==> src/rtl/reg_target_demux.sv <==
// reg_target_demux
//   Decodes one host register port onto NTGT targets, each owning a
//   base/mask address window. Each target may add wait states through its
//   ready line. Unmapped addresses and targets that never answer get an
//   error response. The first faulting address is captured, and a sticky
//   error interrupt is raised.
//
//   state | meaning
//   ------+---------------------------------------------------------------
//   IDLE  | no transaction; accepts reg_en_i
//   WAIT  | request issued to tgt_en_o[sel]; waiting for ready or timeout
//   ERR   | unmapped address; error response goes out this cycle
//
// Ports
//   clk_i, rst_i     clock, synchronous active-high reset
//   reg_*_i          host request (reg_en_i is a single-cycle pulse)
//   reg_rdata_o      read data, valid while reg_ready_o=1
//   reg_ready_o      single-cycle completion pulse
//   reg_err_o        error qualifier, only together with reg_ready_o
//   tgt_en_o         one-hot single-cycle request to the selected target
//   tgt_addr_o       latched request address, broadcast to all targets
//   tgt_wdata_o      latched write data, broadcast to all targets
//   tgt_we_o         latched write enable, broadcast to all targets
//   tgt_be_o         latched byte enables, broadcast to all targets
//   tgt_rdata_i      packed read data of all targets; target i in [32*i+:32]
//   tgt_ready_i      per-target completion; only the selected one counts
//   err_irq_o        sticky error interrupt
//   err_addr_o       address of the first captured error
//   err_clr_i        clears err_irq_o
module reg_target_demux #(
  parameter int unsigned        NTGT      = 4,
  parameter logic [NTGT*32-1:0] TGT_BASE  = {NTGT{32'h0}},
  parameter logic [NTGT*32-1:0] TGT_MASK  = {NTGT{32'hFFFF_F000}},
  parameter int unsigned        TIMEOUT   = 255,
  parameter logic [31:0]        ERR_RDATA = 32'hBADC_0FFE
) (
  input  logic                 clk_i,
  input  logic                 rst_i,
  input  logic                 reg_en_i,
  input  logic [31:0]          reg_addr_i,
  input  logic [31:0]          reg_wdata_i,
  input  logic                 reg_we_i,
  input  logic [3:0]           reg_be_i,
  output logic [31:0]          reg_rdata_o,
  output logic                 reg_ready_o,
  output logic                 reg_err_o,
  output logic [NTGT-1:0]      tgt_en_o,
  output logic [31:0]          tgt_addr_o,
  output logic [31:0]          tgt_wdata_o,
  output logic                 tgt_we_o,
  output logic [3:0]           tgt_be_o,
  input  logic [NTGT*32-1:0]   tgt_rdata_i,
  input  logic [NTGT-1:0]      tgt_ready_i,
  output logic                 err_irq_o,
  output logic [31:0]          err_addr_o,
  input  logic                 err_clr_i
);

  localparam int unsigned SW        = (NTGT > 1) ? $clog2(NTGT) : 1;
  // A zero TIMEOUT still needs a one-bit counter so the widths stay legal.
  localparam int unsigned CW        = (TIMEOUT > 0) ? $clog2(TIMEOUT + 1) : 1;
  localparam int unsigned TO_LAST_I = (TIMEOUT > 0) ? TIMEOUT - 1 : 0;
  localparam logic [CW-1:0] TO_LAST = CW'(TO_LAST_I);

  typedef enum logic [1:0] {
    S_IDLE = 2'd0,
    S_WAIT = 2'd1,
    S_ERR  = 2'd2
  } state_t;

  state_t          state_q, state_d;
  logic [SW-1:0]   sel_q;
  logic [CW-1:0]   cnt_q;

  logic            hit_any;
  logic [SW-1:0]   hit_idx;
  logic            sel_ready;
  logic [31:0]     sel_rdata;
  logic            to_hit;
  logic            err_done;

  // Scan from the top index down so that the lowest hitting index is the
  // last one assigned; overlapping windows resolve to the lowest target.
  always_comb begin
    hit_any = 1'b0;
    hit_idx = '0;
    for (int i = int'(NTGT) - 1; i >= 0; i--) begin
      if ((reg_addr_i & TGT_MASK[32*i +: 32]) ==
          (TGT_BASE[32*i +: 32] & TGT_MASK[32*i +: 32])) begin
        hit_any = 1'b1;
        hit_idx = SW'(i);
      end
    end
  end

  always_comb begin
    sel_ready = tgt_ready_i[sel_q];
    sel_rdata = tgt_rdata_i[32*sel_q +: 32];
    to_hit    = (TIMEOUT != 0) && (cnt_q == TO_LAST);
  end

  always_comb begin
    state_d     = state_q;
    reg_ready_o = 1'b0;
    reg_err_o   = 1'b0;
    reg_rdata_o = '0;
    case (state_q)
      S_IDLE: begin
        if (reg_en_i) begin
          state_d = hit_any ? S_WAIT : S_ERR;
        end
      end
      S_WAIT: begin
        if (sel_ready) begin
          reg_ready_o = 1'b1;
          reg_rdata_o = sel_rdata;
          state_d     = S_IDLE;
        end else if (to_hit) begin
          reg_ready_o = 1'b1;
          reg_err_o   = 1'b1;
          reg_rdata_o = ERR_RDATA;
          state_d     = S_IDLE;
        end
      end
      S_ERR: begin
        reg_ready_o = 1'b1;
        reg_err_o   = 1'b1;
        reg_rdata_o = ERR_RDATA;
        state_d     = S_IDLE;
      end
      default: begin
        state_d = S_IDLE;
      end
    endcase
  end

  assign err_done = reg_ready_o & reg_err_o;

  always_ff @(posedge clk_i) begin
    if (rst_i) begin
      state_q     <= S_IDLE;
      sel_q       <= '0;
      cnt_q       <= '0;
      tgt_en_o    <= '0;
      tgt_addr_o  <= '0;
      tgt_wdata_o <= '0;
      tgt_we_o    <= 1'b0;
      tgt_be_o    <= '0;
      err_irq_o   <= 1'b0;
      err_addr_o  <= '0;
    end else begin
      state_q  <= state_d;
      tgt_en_o <= '0;

      if (state_q == S_IDLE && reg_en_i) begin
        tgt_addr_o  <= reg_addr_i;
        tgt_wdata_o <= reg_wdata_i;
        tgt_we_o    <= reg_we_i;
        tgt_be_o    <= reg_be_i;
        sel_q       <= hit_idx;
        if (hit_any) begin
          tgt_en_o <= NTGT'(1) << hit_idx;
        end
      end

      if (state_q != S_WAIT) begin
        cnt_q <= '0;
      end else if (cnt_q != '1) begin
        cnt_q <= cnt_q + 1'b1;
      end

      // A clear arriving with an error completion is treated as applied
      // first, so the new error re-arms the capture.
      if (err_done && (!err_irq_o || err_clr_i)) begin
        err_irq_o  <= 1'b1;
        err_addr_o <= tgt_addr_o;
      end else if (err_clr_i) begin
        err_irq_o <= 1'b0;
      end
    end
  end

endmodule

==> config.mk <==
export PLATFORM = sky130hd
export DESIGN_NAME = reg_target_demux
export DESIGN_NICKNAME = d
export VERILOG_FILES = /design/src/rtl/reg_target_demux.sv
export SDC_FILE = /design/constraint.sdc
export NUM_CORES = 1
export LEC_CHECK = 0
export ABC_CLOCK_PERIOD_IN_PS = 1900
export BUFFER_PORTS_ARGS = -buffer_cell sky130_fd_sc_hd__buf_4
export CAP_MARGIN = 20
export CORE_AREA = 2 2 135 137
export CTS_BUF_LIST = sky130_fd_sc_hd__clkbuf_4 sky130_fd_sc_hd__clkbuf_8 sky130_fd_sc_hd__clkbuf_16
export DETAILED_ROUTE_END_ITERATION = 16
export DIE_AREA = 0 0 137 139
export GPL_TIMING_DRIVEN = 0
export PLACE_DENSITY_LB_ADDON = 0.3
export SLEW_MARGIN = 20
export SYNTH_ARGS = -nofsm -noshare
export SYNTH_HDL_FRONTEND = slang
export SYNTH_SLANG_ARGS = --single-unit
==> constraint.sdc <==
create_clock -name clk_i -period 1.9 [get_ports clk_i]
set_input_delay 0.19 -clock clk_i [delete_from_list [all_inputs] [get_ports clk_i]]
set_output_delay 0.19 -clock clk_i [all_outputs]
set_load 0.05 [all_outputs]
==> flow_summary.ini <==
[setup_path]
crit_path_max_fanout = 5
end_kind = output pin
crit_type = reg -> out
critPathArrivalTime_ns = 1.99
required_ns = 1.71
critPathLaunchType = register

[route]
ant_nets = 0
vias_per_cell = 4.41
vias = 4747
drt_first_pass_iters = 6
wl_um = 16300
drtIter0Drc = 130
drc = 0
wire_per_inst_um = 15.1

[clock_network]
cts_buffer_depth = 2
cts_made_buffers = 17
insertion_delay_ns = 0.41
path_clk_slew_ns = 0.06
clock-root-buffer = clkbuf_16
cts_max_level = 4
clkSinkCount = 113
cts_tree = done

[floorplanning]
start_util_pct = 26.1
dieArea_um2 = 19000
die_width_um = 137
chipHeight_um = 139
ios = 345
num_rows = 49
core-area_um2 = 17700

[global_routing]
grt_pass1_vias = 4720
grt_pass1_wl_um = 25200
grt_max_degree = 17
antenna_found_initial = 0
grt.total_usage_pct = 17.3
gr-total-overflow = 0

[placed_design]
dp_worst_setup_slack_ns = -0.246
gp_congestion = 0.751
post-place-cells = 1032
place_hpwl_um = 11800
dpl-instance-area_um2 = 6740
port-buffer-count = 242

[sta]
setup_viol = 32
hold_viol = 0
period_needed_ns = 2.18
slew_violations = 0
hold_slack_ns = 0.0228
finClkSkew_ns = 0.00842
setup_ws_ns = -0.282
max_freq_ghz = 0.458
worst_pin_slew_ns = 0.641
finalCritPeriodShare_pct = 115
slew_headroom_pct = 57.3
rsz0062_at_grt = true

[yosys]
synth_common_cells = nand2_1, dfxtp_1, a21oi_1
yosysTopAreaCell = dfxtp_1
async_flop_share_pct = 0
postSynthCellCount = 559
synth_edf_count = 0
ys_warn_count = 0
synth_top_area_share_pct = 49.2
synth.most_common_cell = nand2_1
syn_area_um2 = 4600
yosysUniqueCellTypes = 36
synth-seq-area-share_pct = 49.2
yosys_most_used_dff = dfxtp_1
syn_avg_cell_area_um2 = 8.23
ys_ff_latch = 113
ys_top_cells_by_area = dfxtp_1, nand2_1, a21oi_1, mux2i_1, a21o_1

[final_layout]
areaGrowthSynthToFinish_pct = 72.8
drive_gt1_share_pct = 41.8
num_antenna_cells = 0
finish.utilization_pct = 45.0
stdcell_count = 1076
final_area_um2 = 7950
final_nets = 1044

[pwr]
leakagePower_nw = 3.56
vdd_drop_max_mv = 0.637
p_per_area_nw_per_um2 = 911

[flow_run]
maxCapViolCount = 0

[status]
status = finished, violations left
violations = negative setup slack

[hold_path]
hold_class = in -> reg
[flip-flops by register name, indices dropped and copies added (netlist names)]
signal	count
tgt_wdata_o	32
tgt_en_o	1
tgt_be_o	4
err_addr_o	32
cnt_q	8
tgt_addr_o	32
tgt_we_o	1
err_irq_o	1
state_q	2
[kinds of logic (layout without fill, tap and decap cells)]
family	Yosys count	in the layout	synth area share (%)
AND/OR/NAND/NOR	250	250	22.7
flip-flops	113	113	49.2
AO/OA/AOI/OAI	104	104	13.2
buffers and inverters	49	335	5.63
multiplexers	32	32	6.96
adder cells (fa/ha/maj)	5	5	1.36
XOR/XNOR	5	5	0.952
other	1	3	0.0815
[report_power, final]
part,switching [W],total (W),internal (W)
Combinational,0.000771,0.00123,0.000455
Clock,0.00117,0.00348,0.00230
Sequential,0.0000635,0.00253,0.00247
[worst max-delay path: stages, from the launching register on]
cell and delay [ns]:
dfxtp_2 0.32, inv_2 0.05, ha_4 0.11, nand3_2 0.08, o31a_4 0.37, nor2b_4 0.22
buf_6 0.17, a21o_2 0.11, buf_8 0.14
[cell type report]
| cell class | instances | area (µm²) |
|---|---|---|
| repair buffers | 255 | 2170 |
| clock inverters | 12 | 180 |
| clock buffers | 20 | 467 |
| fillers | 1796 | 9710 |
| multi-input cells | 399 | 2300 |
| plain buffers | 41 | 254 |
| flip-flops and latches | 113 | 2270 |
| well taps | 229 | 287 |
| inverters | 7 | 28.8 |
[path summary, 6_finish.rpt]
path	start	endpoint	slack, ns	cells after the start
min reg2reg	tgt_wdata_o[29]	tgt_wdata_o[29]	0.45	2
max reg2reg	cnt_q[0]	err_addr_o[24]	0.16	8
max	cnt_q[0]	reg_rdata_o[5]	-0.28	8
min	reg_wdata_i[10]	tgt_wdata_o[10]	0.02	3
[through the flow]
stage / TNS [ns] / total power (W)
finish: -6.23 / 0.00724
global route: -9.47 / 0.00753
CTS: -7.45 / 0.00733
detailed placement: -5.80 / 0.00375
global placement: -5.67 / 0.00375
floorplan: -0.401 / 0.00328
[per-layer routing]
layer | vias up | share of wire [%] | GRT usage, %
li1 | 2376 | - | -
met1 | 2195 | 43 | 20.7
met2 | 166 | 47 | 27.8
met3 | 10 | 9.5 | 8.15
met4 | 0 | 0.85 | 4.67
met5 | - | 0 | 0
[layout by cell type, fill, tap and decap left out, types with 3 or more instances in the layout]
master | Yosys | routed
buf_4 | 5 | 220
nand2_1 | 207 | 207
dfxtp_1 | 113 | 107
a21oi_1 | 73 | 73
mux2i_1 | 32 | 32
buf_8 | 0 | 30
clkbuf_1 | 27 | 21
clkbuf_16 | 0 | 17
a21o_4 | 0 | 16
and2_4 | 0 | 10
buf_6 | 0 | 8
nor2_1 | 6 | 6
buf_2 | 6 | 6
dfxtp_2 | 0 | 6
nor4_1 | 5 | 5
inv_1 | 7 | 4
clkbuf_8 | 0 | 4
nand3_1 | 5 | 4
nor3_1 | 4 | 4
bufinv_16 | 0 | 4
and3_1 | 4 | 3
a21o_2 | 0 | 3
clkbuf_2 | 0 | 3
buf_12 | 3 | 3
xnor2_1 | 3 | 3
ha_4 | 0 | 3
conb_1 | 1 | 3
clkinv_4 | 0 | 3
[what timing repair did]
item,in CTS,in global routing
gates resized for setup,121,7
setup buffers,6,3
pin swaps,4,6
endpoints found under the setup margin,52,34
hold endpoints to repair,2,0
hold buffers,2,0
gates cloned,3,0
Note: power is estimated with default switching activity, not from simulation.
